**config.mk**
```make
export PLATFORM = sky130hd
export DESIGN_NAME = mac_divider
export DESIGN_NICKNAME = d
export VERILOG_FILES = /design/src/rtl/mac_divider.sv
export SDC_FILE = /design/constraint.sdc
export NUM_CORES = 1
export LEC_CHECK = 0
export ABC_AREA = 1
export CORE_MARGIN = 5
export CORE_UTILIZATION = 41
export DETAILED_ROUTE_END_ITERATION = 7
export SKIP_LAST_GASP = 1
export SLEW_MARGIN = 20
export SYNTH_ARGS = -nofsm -noshare
export SYNTH_HDL_FRONTEND = slang
export SYNTH_SLANG_ARGS = --single-unit
```
**constraint.sdc**
```tcl
create_clock -name clk -period 4.39 [get_ports clk]
set_input_delay 0.439 -clock clk [delete_from_list [all_inputs] [get_ports clk]]
set_output_delay 0.439 -clock clk [all_outputs]
set_load 0.005 [all_outputs]
```
**src/rtl/mac_divider.sv**
```systemverilog
// Restoring divider that recovers y / b and y % b from a MAC result y = a*b + c.
// One quotient bit per clock; start/busy/done handshake with held results.
`timescale 1ns/1ps
module mac_divider #(
    parameter int DW = 16,
    parameter int BW = 8
) (
    input  logic          clk,
    input  logic          reset_n,
    input  logic          start,
    input  logic [DW-1:0] data_in,
    input  logic [BW-1:0] divisor,
    output logic          busy,
    output logic          done,
    output logic [DW-1:0] quotient,
    output logic [BW-1:0] remainder,
    output logic          div_by_zero
);

    localparam int CW = $clog2(DW + 1);

    // S_ZERO is the single non-busy cycle a divide-by-zero spends before DONE.
    typedef enum logic [1:0] {S_IDLE, S_BUSY, S_ZERO, S_DONE} state_t;

    state_t        r_state;
    state_t        w_state_nxt;
    logic [DW-1:0] r_dividend;
    logic [DW-1:0] r_quo_acc;
    logic [BW-1:0] r_div;
    logic [BW-1:0] r_partial;
    logic [CW-1:0] r_count;
    logic [DW-1:0] r_quotient;
    logic [BW-1:0] r_remainder;
    logic          r_dbz;

    logic [BW:0]   w_trial;
    logic          w_ge;
    logic [BW-1:0] w_diff;
    logic [BW-1:0] w_part_nxt;
    logic [DW-1:0] w_quo_nxt;
    logic          w_last;

    // The stored partial remainder is always below the divisor, so only the
    // shifted trial value needs the extra bit.
    assign w_trial    = {r_partial, r_dividend[DW-1]};
    assign w_ge       = (w_trial >= {1'b0, r_div});
    assign w_diff     = w_trial[BW-1:0] - r_div;
    assign w_part_nxt = w_ge ? w_diff : w_trial[BW-1:0];
    assign w_quo_nxt  = {r_quo_acc[DW-2:0], w_ge};
    assign w_last     = (r_count == CW'(1));

    always_comb begin
        w_state_nxt = r_state;
        case (r_state)
            S_IDLE: begin
                if (start) begin
                    w_state_nxt = (divisor == '0) ? S_ZERO : S_BUSY;
                end
            end
            S_BUSY: begin
                if (w_last) begin
                    w_state_nxt = S_DONE;
                end
            end
            S_ZERO:  w_state_nxt = S_DONE;
            S_DONE:  w_state_nxt = S_IDLE;
            default: w_state_nxt = S_IDLE;
        endcase
    end

    always_ff @(posedge clk or negedge reset_n) begin
        if (!reset_n) begin
            r_state <= S_IDLE;
        end else begin
            r_state <= w_state_nxt;
        end
    end

    always_ff @(posedge clk or negedge reset_n) begin
        if (!reset_n) begin
            r_dividend  <= '0;
            r_quo_acc   <= '0;
            r_div       <= '0;
            r_partial   <= '0;
            r_count     <= '0;
            r_quotient  <= '0;
            r_remainder <= '0;
            r_dbz       <= 1'b0;
        end else begin
            case (r_state)
                S_IDLE: begin
                    if (start) begin
                        r_dividend  <= data_in;
                        r_div       <= divisor;
                        r_partial   <= '0;
                        r_quo_acc   <= '0;
                        r_count     <= CW'(DW);
                        r_quotient  <= '0;
                        r_remainder <= '0;
                        r_dbz       <= 1'b0;
                    end
                end
                S_BUSY: begin
                    r_dividend <= {r_dividend[DW-2:0], 1'b0};
                    r_partial  <= w_part_nxt;
                    r_quo_acc  <= w_quo_nxt;
                    r_count    <= r_count - CW'(1);
                    if (w_last) begin
                        r_quotient  <= w_quo_nxt;
                        r_remainder <= w_part_nxt;
                    end
                end
                S_ZERO: begin
                    r_quotient  <= '1;
                    r_remainder <= '0;
                    r_dbz       <= 1'b1;
                end
                default: ;
            endcase
        end
    end

    assign busy        = (r_state == S_BUSY);
    assign done        = (r_state == S_DONE);
    assign quotient    = r_quotient;
    assign remainder   = r_remainder;
    assign div_by_zero = r_dbz;

endmodule

```
[Yosys cells after proc, flatten, opt, wreduce, memory -nomap -nowiden]
Cells that the tools add are included.
Operators by class
  add/subtract/negate cells: 2
  mux-type cells: 19
  multipliers: 0
  reduce and logical (&&, ||, !) cells: 10
  equality and inequality tests: 6
  magnitude comparators: 1
  bitwise logic cells: 0
  div/mod/pow operators: 0
  shift-type cells: 0
Operators with widths (count)
  $mux 16: 3
  $pmux 16 s3: 1
  $pmux 16 s2: 1
  $pmux 15 s2: 1
  $mux 8: 3
  $pmux 8 s3: 1
  $pmux 8 s2: 1
  $pmux 5 s2: 1
  $ge 9x8->1: 1
  $logic_not 8->1: 1
  $pmux 2 s4: 1
  $reduce_and 2->1: 4
  $sub 8x8->8: 1
  $mux 2: 3
  $eq 5x1->1 const B: 1
  $mux 5: 1
  $sub 5x1->5 const B: 1
  $eq 2x2->1 const B: 2
  $reduce_bool 2->1: 2
  $reduce_and 3->1: 1
  $reduce_bool 3->1: 1
  $eq 2x1->1 const B: 1
  $logic_not 2->1: 1
  $ne 2x1->1 const B: 1
  other kinds (3): 3
Word-level totals
  RAM bits: 0
  bits in read-only memories: 0
  input bits: 27
  register bits after elaboration: 79
  output and inout bits: 27
  memories: 0
  logic and storage cells: 47
  latch bits: 0

[Logic depth before layout (Yosys ltp)]
Gate-level depths: netlist of the first run.
  depth in word-level cells: 4
  mapped depth: 12
  depth with buffers taken out: 12

[Worst setup path before layout of the first run]
Ideal clock, no wire load.
  path type: reg2reg
  start point: register r_dividend[15]
  end point: register r_partial[4]
  arrival time: 1573 ps
  path slack: 2751 ps
  setup time: 66 ps
  cell stages (with the launch flop): 12
  period minus slack after synthesis: 1639 ps
  required time: 4324 ps
  buffers on the path: 0
  cell sequence: dfrtp_1 inv_1 ha_1 fa_1 inv_1 nand3_1 nand3_1 xor2_1 nand2_1 nand2_1 nand3_1 nand2_1
On the way
  longest elaborated chain between the ends: 3
  elaborated cells between the ends (all ways): 4
  classes of those cells: add/sub: 1; order compare: 1; mux: 2
RTL lines
  start, declared: RTL line 27  | logic [DW-1:0] r_dividend;
  start signal, assigned: RTL line 93  | r_dividend <= data_in;
  start signal, assigned: RTL line 104  | r_dividend <= {r_dividend[DW-2:0], 1'b0};
  $sub 8x8->8 or $ge 9x8->1 (tied branches): RTL line 47, 46
  $mux 8 *: RTL line 48  | assign w_part_nxt = w_ge ? w_diff : w_trial[BW-1:0];
  $pmux 8 s2 *: RTL line 90  | case (r_state)
  end signal, assigned: RTL line 105  | r_partial <= w_part_nxt;
  end, declared: RTL line 30  | logic [BW-1:0] r_partial;
Every way passes the cells marked *; elsewhere a longest branch is shown, timed or not.
A chain may end at the register's enable or synchronous reset.

[Worst setup path in the final report of the first run]
  start point: register r_state[1]
  end point: register r_count[4]
On the way
  longest elaborated chain between the ends: 3
  elaborated cells between the ends (all ways): 6
  classes of those cells: eq/ne: 2; mux: 1; reduce/logical: 3
RTL lines
  start, declared: RTL line 25  | state_t r_state;
  start signal, assigned: RTL line 75  | r_state <= w_state_nxt;
  $eq 2x1->1 or $logic_not 2->1 (tied branches): RTL line 90
  $reduce_bool 2->1 (no line) or $ne 2x2->1 (tied branches)
  $reduce_and 2->1 (no line)
  end signal, assigned: RTL line 97  | r_count <= CW'(DW);
  end signal, assigned: RTL line 107  | r_count <= r_count - CW'(1);
  end, declared: RTL line 31  | logic [CW-1:0] r_count;
Several ways; a longest one is shown, not always the timed one.

==> results.txt, run 1 <==
- Combinational cells account for between 50% and 60% of the total power.
- Half-perimeter wire length after placement: 6399 um
- First-pass GRT wire length: 15400 um
* Library cells used by synthesis: 34
- Post-cts hold buffer count: 0
* Die outline area: approximately 12000 sq um
- Summed over all cells, the static leakage comes to 2.338 nW.
* Clock period minus final worst setup slack: 2803 ps
* Max-Cap Viols: 0
- Setup repair after global routing missed its margin: false
- IO Count: 54
- During placement, the flow inserted port buffers numbering 53.
- TritonCTS built the clock tree.
- Highest clock frequency the design can meet: about 0.36 GHz
- Sequential fraction of the synthesis area: 49.31%
* CP Launch Type: register
* Detailed Route Iter0 Violations: 125
- Reg power frac: between 30 and 40%
- Register-to-register setup slack: 1590 ps
- The number of antenna violations at the first check in global routing was 0.
- Yosys warning count: 0
* Slew @ Worst Pin: 846.2 ps
- In this run the critical register-to-register path is captured at r_count[4].
- Final hold violation count: 0
- The path class of the tightest hold or removal check is in2async.
* Die extent in y: 108.9 um
- The worst path meets setup with roughly 1600 ps of slack.
* Area delta synth->final: 19.79%
- The H-tree was split into 3 levels.
- Summed over all nets, the switching power comes to 1.637 mW.
- Overall fraction of global-route tracks in use: between 10% and 20%
* Power density over the cells: roughly 740 nW/um^2
- Setup violations remaining at the end of the flow were counted as 0.
* Via count: 3311
- Global placement routability congestion: roughly 0.83
- Async set or reset register ratio after synthesis: 100.0%
- Horizontal die dimension: 108.9 um
* Bufs on Longest Clock Path: 2
* Site Rows: 36
- In this run the critical register-to-register path is launched from r_state[1].
* Worst setup skew after layout: just over 10 ps
* Data arrival time of the critical path: 3030 ps
* Type of the setup path with the least slack: reg2reg
- Post-CTS setup-driven buffer insertion count: 0
* Pre-CTS setup slack: 1531 ps
- Number of remaining DRC errors: 0
- IR Drop Worst-Case VDD: approximately 0.35 mV
- Number of global-route vias before repair: 3147
- Worst slew margin relative to its limit: 43.58%
- Via/cell ratio: 4.905
- The root buffer cell chosen for the clock tree is clkbuf_8.
- Internal portion of total power: 1.935 mW
* Final count of pins violating max slew: 0
- In the final timing run, aggregate negative setup slack is 0 ps.
- The number of nets handed over by synthesis was 537.
- Final ANT Viol Nets: 0
* Sinks on Clock Net: 79
* Share of the synthesized area in the top cell type: 49.31%
* #FFs+latches synth: 79
- Final antenna diode count: 0
- After detailed routing, the average wire length per cell comes to 13.42 um.
- Final #Nets: 580
* Clock-pin slew on the worst setup and hold paths: 80 ps
- Netlist area before placement: about 4000 sq um
- Summed over all instances, the cell type with the most area after synthesis is dfrtp_1.
* Number of enable-type register cells in the synthesized netlist: 0
* Clock Power Share: ~15%
- Mean instance size in the synthesized netlist: 8.115 sq um
* CP required: 4620 ps
- Resized Gates After CTS: 0
- Share of the clock period used by the worst path: 63.85%
- Core Area: between 9000 and 10000 sq um
- Fraction of layout instances using a drive strength above 1: 6.458%
- Dominant register cell in the synthesized netlist: dfrtp_1
* Largest cells by area after synthesis: dfrtp_1, nand2_1, nand3_1
- Total chip power: 3.572 mW
- At the end of the flow the core is filled with cells to 49.82%.
* Starting density of the core: around two fifths
* Cells after synthesis: 494
* Outcome: finished, final reports clean
- Clock latency on the worst-skew pair, taken at its later pin, is ~350 ps.
- Aggregate routed wire length: 9058 um
- Net Sw Frac: 45.82%
- Kind of end point of the critical path: register
- The first detailed-routing pass ran for 5 iterations.
- Aggregate global routing overflow: 0
- The number of cells on the worst reg-to-reg path is 9.
- Inserted Clock Buffers: 9
- Pin count of the biggest net entering global routing: 80
- CP max FO: 28
## power groups by stage
stage | clock network, mW | registers, mW | logic (mW)
finish | 0.539 | 1.19 | 1.84
floorplan | 0 | 1.17 | 1.42
CTS | 0.552 | 1.20 | 1.87
detailed placement | 0 | 1.21 | 1.86
global placement | 0 | 1.20 | 1.84
global route | 0.582 | 1.23 | 2.11
## logic make-up (layout without fill, tap and decap cells)
family                     count (synthesis)  in the layout  share of synthesized area (%)
DFF                                       79             79                          49.31
buffers and inverters                     77            125                          8.240
and+or+nand+nor                          237            237                          24.81
AOI/OAI and AO/OA                         81             81                          11.58
adders and majority gates                 16             16                          5.181
xor gates and xnor gates                   4              4                         0.8741
## worst max path at each step
stage / start / to / slack (ps) / cells after the start
floorplan: r_dividend[15] / r_partial[4] / 2750 / 11
global placement: start / r_count[4] / 1610 / 8
detailed placement: start / r_count[4] / 1530 / 8
CTS: r_state[1] / r_count[4] / 1540 / 9
global route: r_state[1] / r_count[4] / 1290 / 9
finish: r_state[1] / r_count[4] / 1590 / 9
## stage by stage
step | hold slack, ps | cells | area (sq um)
after floorplan | 143.4 | 494 | 4009
after global placement | 457.5 | 659 | 4596
after detailed placement | 465.7 | 659 | 4596
after CTS | 290.5 | 675 | 4798
after global routing | 186.7 | 675 | 4802
final | 111.1 | 675 | 4802
## synth_stat cells, types with 2 or more instances
cell type and n:
nand3_1 42, nand4_1 6, inv_1 50, ha_1 15, o21ai_2 4, inv_2 2, a21oi_1 19, buf_6 4
clkbuf_1 10, buf_1 2, xor2_1 2, nand2_1 154, o21ai_0 25, or2_2 2, a31oi_1 16, buf_2 7
dfrtp_1 79, xnor2_1 2, nor2_1 25, o31ai_1 6, o21ai_1 8, nor2_2 2
## layout make-up
| type | count | area, sq um |
|---|---|---|
| Fill cell | 984 | 4837 |
| Sequential cell | 79 | 1977 |
| Multi-Input combinational cell | 338 | 1704 |
| Timing Repair Buffer | 55 | 546.8 |
| Inverter | 54 | 205.2 |
| Tap cell | 133 | 166.4 |
| Clock buffer | 12 | 165.2 |
| Clock inverter | 4 | 37.54 |
## cell usage in the layout, fill, tap and decap left out, drive strengths merged, types with 3 or more instances in the layout
cell type,Yosys,layout
a31oi,16,16
inv,53,54
nand4,7,7
nor2,28,28
ha,15,15
o21ai,37,37
o31ai,6,6
a21oi,20,20
nand2,155,155
nand3,42,42
or2,3,3
clkinv,1,4
clkdlybuf4s50,0,52
buf,13,3
dfrtp,79,79
clkbuf,10,12
## flip-flops by register name (all words and copies together), names as in the netlist
register	cells
quotient	16
r_dividend	16
r_quo_acc	15
r_div	8
r_partial	8
remainder	8
r_count	5
r_state	2
div_by_zero	1
## worst max-delay path, stage by stage, from the launching register on
cell      delay (ps)
dfrtp_1          400
inv_1            120
ha_2             200
inv_2            160
o21ai_2          710
buf_4            400
nand2_1          100
or2_2            300
o21ai_0          180
nand3b_1         100
## routing by layer
| layer | up-vias | global-route usage [%] | share of wire [%] |
|---|---|---|---|
| met1 | 1543 | 24.45 | 49 |
| met2 | 67 | 23.90 | 45 |
| met5 | - | 0 | 0 |
| met4 | 0 | 5.591 | 1.4 |
| met3 | 10 | 2.605 | 4.1 |
| li1 | 1691 | - | - |
No activity file was read; power rests on OpenSTA's default activity.
==> inputs of run 2 (changes only) <==
clock period = 2.3 ns   (was 4.39 ns; I/O delays follow)
==> results.txt, run 2 (same netlist as run 1, synthesis figures left out) <==
- The flow ran to the end, and the final reports show no timing, DRC or antenna violations.
* Number of global-route vias before repair: 3392 (+7.8%)
* CP max FO: 17 (-39%)
- The net load switching power was 3.163 mW (+93%).
- Resized Gates After CTS: 0 (unchanged)
- The worst path needs between 2000 and 2500 ps of the cycle, external delays included.
- IO Count: 54 (unchanged)
- Insertion delay of the later-clocked pin in the worst-skew pair: 360 ps (about the same)
* Inserted Clock Buffers: 9 (unchanged)
- The count of antenna-violating nets left after detailed routing was 0 (unchanged).
- Filler cells: 984 (unchanged)
- The total count of hold-check failures in the final report was 0 (unchanged).
- Setup repair after global routing left no endpoint under its margin.
- Power density over the cells: 1429 nW/um^2 (+92%)
- The number of max-slew violations in the final report came to 0 (unchanged).
* Data arrival time of the critical path: 1850 ps (-1180 ps)
- Sum Neg Setup Slack: 0 ps (unchanged)
* Hold Path Class: in2async
- The standby leakage power came to 2.375 nW (+1.6%).
- Most used cells in the layout excluding fill and tap cells: nand2_1, dfrtp_1, clkdlybuf4s50_1
- Antenna violations before repair: 0 (unchanged)
- Slowest cell delay on critical path: 540 ps (-170 ps)
- The number of max-capacitance violations reported is 0 (unchanged).
- Clock tree root buffer cell: clkbuf_8
- The sequential power share was 32.8% (-0.7 points).
* Met3 Resource Use GR: 2.664% (+0.059 points)
* Worst path bufs/invs: 3 (unchanged)
* Sinks on Clock Net: 79 (unchanged)
* Starting density of the core: 41.59% (unchanged)
- The number of buffers added to fix hold violations after cts came to 1 (+1).
* Number of cells on the critical path: 4 (-5)
- Share of the clock period used by the worst path: 90.33%
- Power share of the combinational group: 51.9% (+0.4 points)
* IR Drop Worst-Case VDD: 0.5797 mV (+63%)
- Number of detailed-routing iterations run before antenna repair: 5 (unchanged)
* Horizontal die dimension: 108.9 um (unchanged)
- Bufs on Longest Clock Path: 2 (unchanged)
- The switching fraction of total power came to 45.51% (-0.31 points).
- The average vias per placed instance was 5.010 (+2.1%).
- The final count of negative-setup-slack endpoints was 0 (unchanged).
- The worst-case clock skew was 12.75 ps (+2.392 ps).
* Type of the setup path with the least slack: reg2out
- Post-CTS setup-driven buffer insertion count: 0 (unchanged)
- Aggregate routed wire length: 9094 um (+0.40%)
- Count of input and output buffers: 53 (unchanged)
- The instance count after placement with tap cells included is 665 (+0.91%).
* Internal portion of total power: 3.786 mW (+96%)
- STA classifies the critical path startpoint as a register.
- Site Rows: 36 (unchanged)
* Aggregate global routing overflow: 0 (unchanged)
- The relative slew slack is 54.42% (+11 points).
* CTS tree: yes
* Number of remaining DRC errors: 0 (unchanged)
* Die extent in y: 108.9 um (unchanged)
- GR peak layer: met2
* Half-perimeter wire length after placement: 6579 um (+2.8%)
* Post-Layout Cell Count: 682 (+1.0%)
- Detailed Route Iter0 Violations: 94 (-25%)
- The clock transition at the registers of the reported paths came to 90 ps (about the same).
- The power share of the clock group is 15.3% (+0.2 points).
* Cell with the largest stage delay on the worst path: clkdlybuf4s50_1
- Core Area: 9639 sq um (unchanged)
- Average routed wire per standard cell: 13.33 um (-0.63%)
* Highest clock frequency the design can meet: 0.4813 GHz
- The final layout net count came to 587 (+1.2%).
- The critical path data required time is 2070 ps (-2550 ps).
- The met2 track utilization from global routing came to 26.27% (+2.4 points).
- First-pass GRT wire length: 16200 um (+5.2%)
- Area delta synth->final: 21.35%
- Pin count of the biggest net entering global routing: 48 (-40%)
* Number of levels in the clock H-tree: 3 (unchanged)
- Crit path cell chain: inv_1, ha_2, buf_4, clkdlybuf4s50_1
- Depth of the most critical reg-to-reg path: 9 (unchanged)
- The actual transition at the worst max-transition pin was 683.0 ps (-163.2 ps).
* Global placement routability congestion: 0.8340 (+0.16%)
- The antenna cell count came to 0 (unchanged).
* Most common cell after layout, fill and taps aside: nand2_1
- The global-route total usage across every layer was 17.09% (+0.77 points).
- Global routing met1 resource utilization: 24.63% (+0.18 points)
- The die outline area is 11850 sq um (unchanged).
- The share of final-layout standard cells stronger than drive strength 1 was 7.468% (+1.0 points).
- Via count: 3417 (+3.2%)
- On the critical path the largest part of the delay comes from buffers and inverters.
* Kind of end point of the critical path: output pin
-- run 2: changes by cell type in the layout (fill, tap and decap cells not counted) --
cell and delta:
inv_6 +2, dlygate4sd3_1 +1, clkbuf_8 -3, buf_4 +6, clkinv_4 -2, clkinv_2 +2, bufinv_16 +1, buf_12 +1
buf_6 -1
-- run 2: power groups by stage --
stage	clock network [mW]	logic, mW	registers (mW)
after detailed placement	0	3.65	2.30
after global placement	0	3.59	2.29
final	1.07	3.60	2.28
after global routing	1.16	4.19	2.35
after floorplan	0	2.70	2.23
after CTS	1.09	3.66	2.28
-- run 2: path summary, 6_finish.rpt --
path | start | endpoint | slack [ps]
worst max-delay path | r_state[1] | busy | 220
worst min-delay path | reset_n | r_partial[6] | 360
worst max register to register | r_state[0] | quotient[1] | 290
worst min register to register | r_quo_acc[14] | r_quo_acc[14] | 480
max in group asynchronous | reset_n | r_dividend[5] | 1330
min in group clk | data_in[7] | r_dividend[7] | 430
-- run 2: stage by stage --
stage               cell area, sq um  worst slack (ps)  hold WS (ps)  util, %  total power, mW
floorplan                       4009             661.3        -65.59        -            4.929
global placement                4653             321.6         209.0    48.27            5.881
detailed placement              4653             278.7         218.9    48.27            5.952
CTS                             4865             192.9         383.4    50.47            7.033
global route                    4865             35.13         428.9    50.47            7.694
finish                          4865             222.5         364.4    50.47            6.949
-- run 2: cell type report --
type / instances / area, sq um / share of cell area, %
Sequential cell: 79 / 1977 / 40.64
Multi-Input combinational cell: 338 / 1704 / 35.03
Timing Repair Buffer: 62 / 610.6 / 12.55
Inverter: 54 / 205.2 / 4.218
Tap cell: 133 / 166.4 / 3.421
Clock buffer: 9 / 123.9 / 2.546
Clock inverter: 7 / 77.57 / 1.595
-- run 2: routing by layer --
metal | vias up | share of wire, %
li1 | 1701 | -
met4 | 0 | 1.8
met5 | - | 0
met3 | 15 | 3.4
met2 | 73 | 46
met1 | 1628 | 49
==> RTL change (flow settings as in run 1) <==
Reset style: synchronous (`reset_n`), changed in 2 clocked blocks.
--- a/src/rtl/mac_divider.sv
+++ b/src/rtl/mac_divider.sv
@@ -70,3 +70,3 @@
 
-    always_ff @(posedge clk or negedge reset_n) begin
+    always_ff @(posedge clk) begin
         if (!reset_n) begin
@@ -78,3 +78,3 @@
 
-    always_ff @(posedge clk or negedge reset_n) begin
+    always_ff @(posedge clk) begin
         if (!reset_n) begin
Check against the original RTL: differs if reset_n is asserted again (counterexample within 4 cycles, from zero or initial values and one cycle with reset_n low); with reset_n held inactive, the same outputs for 10 cycles.
==> RTL change against run 1 <==
Final cell count grew 0.30%; synthesized cell count grew 5.7%; die area shrank 4.5%; synthesized area shrank 5.0%; worst setup slack gained 0.19 ns; worst hold slack gained 0.36 ns; design area shrank 5.2%; power shrank 13%; global-route usage shrank 0.61 points; sequential cell count is the same; wire length shrank 4.3%; via count grew 2.9%; clock power grew 3%; critical endpoint is now r_quo_acc[13]$_SDFFE_PN0P_; largest power group unchanged.
==> RTL change: results <==
{
  "outcome": "finished, final reports clean",
  "ys.flop_type": "dfxtp_1",
  "synth.distinct_cells": 36,
  "htree_num_levels": 3,
  "hold_path_depth": 2,
  "drt_pass1_iterations": 4,
  "yosys-top-cells-area": "dfxtp_1 (42%), nand2_1 (14%), a21oi_1 (8.3%)",
  "routed.top_layer": "met4",
  "tightest_slew_ns": 1.02,
  "synth_nets": 565,
  "hold_end": "quotient[3]$_SDFFE_PN0P_",
  "seq_area_frac_synth_pct": 41.5,
  "tns_ns": 0,
  "clk_pin_slew_ns": 0.09,
  "cp_slowest_cell": "o21ai_4",
  "layout.cells.non_filler": 677,
  "grt_pass1_wl_um": 14500,
  "path_delay_family": "compound AO/OA/AOI/OAI gates",
  "wl_met1_um": 4250,
  "cts_inserted_buffers": 9,
  "layout-drive-gt1-share_pct": 6.36,
  "gp_congestion": 0.888,
  "wl_met3_um": 291,
  "synthArstFlopShare_pct": 0,
  "maxCapViolCount": 0,
  "wl_um": 8670,
  "viasPerCell": 5.03,
  "placed_cells": 661,
  "nets": 604,
  "cts-root-buf": "clkbuf_8",
  "syn_area_per_cell_um2": 7.30,
  "max-vdd-ir-drop_mv": 0.259,
  "antenna_found_initial": 0,
  "critPathLaunch": "r_state[1]$_SDFFE_PN0P_",
  "hold_class": "reg -> reg",
  "path_max_fanout": 50,
  "route.met2.wl_um": 3980,
  "worstPathArrival_ns": 2.84,
  "grt_max_degree": 51,
  "port_buffers": 53,
  "drtIter0Drc": 138,
  "insertion_delay_ns": 0.35,
  "synth.cells.most_frequent": "nand2_1 (141), dfxtp_1 (79), a21oi_1 (63), inv_1 (50), o21ai_0 (42)",
  "yosys_warnings": 0,
  "antenna_cells": 0,
  "postCtsSetupBuffers": 0,
  "rr_worst_depth": 7,
  "grt_use_total_pct": 15.7,
  "skew_ns": 0.00889,
  "cts_resized": 0,
  "grt_pass1_vias": 3162,
  "cellLeakagePower_nw": 1.89,
  "min_from": "quotient[3]$_SDFFE_PN0P_",
  "dpl.hpwl_um": 5940,
  "r2r_slack_ns": 1.78,
  "cpPeakStageDelay_ns": 0.82,
  "cts_buffer_depth": 2,
  "crit_end": "r_quo_acc[13]$_SDFFE_PN0P_"
}
RTL change: cell families after synthesis:
kind of cell / Yosys count / share of synthesized area (%)
and+or+nand+nor: 206 / 23.9
AOI/OAI and AO/OA: 136 / 19.1
buffers and inverters: 81 / 9.17
DFF: 79 / 41.5
adders and majority gates: 16 / 5.45
xor gates and xnor gates: 4 / 0.920
RTL change: layer usage:
metal | global-route usage [%] | up-vias
met5 | 0 | -
met4 | 6.38 | 0
met3 | 2.85 | 13
met2 | 25.5 | 57
met1 | 20.5 | 1558
li1 | - | 1779
RTL change: report_power, final:
| group | internal [mW] | switching [mW] | total [mW] | leakage [nW] |
|---|---|---|---|---|
| clock network | 0.270 | 0.286 | 0.556 | 0.0968 |
| registers | 0.893 | 0.104 | 0.997 | 0.646 |
| logic | 0.544 | 1.01 | 1.55 | 1.14 |
RTL change: layout make-up:
class	instances	area (µm²)
multi-input combinational	362	1880
tap	111	139
inverter	53	199
fill	917	4600
clock buffer	9	124
clock inverter	7	80.1
sequential	79	1580
timing repair buffer	56	553
RTL change: through the flow:
stage	setup WS, ns	instance area, µm²	power [mW]	hold slack, ns	util (%)
after floorplan	2.76	3810	2.23	0.435	-
after global placement	1.61	4350	2.55	0.448	47.5
after detailed placement	1.51	4350	2.57	0.454	47.5
after CTS	1.69	4550	3.14	0.465	49.8
after global routing	1.44	4550	3.38	0.482	49.8
final	1.78	4550	3.10	0.468	49.8
RTL change: worst reg2reg max path: stages, from the launching register on:
cell and delay [ns]:
dfxtp_1 0.33, inv_1 0.11, ha_1 0.20, inv_2 0.16
o21ai_4 0.82, inv_1 0.61, nand2_1 0.18, a21oi_1 0.07
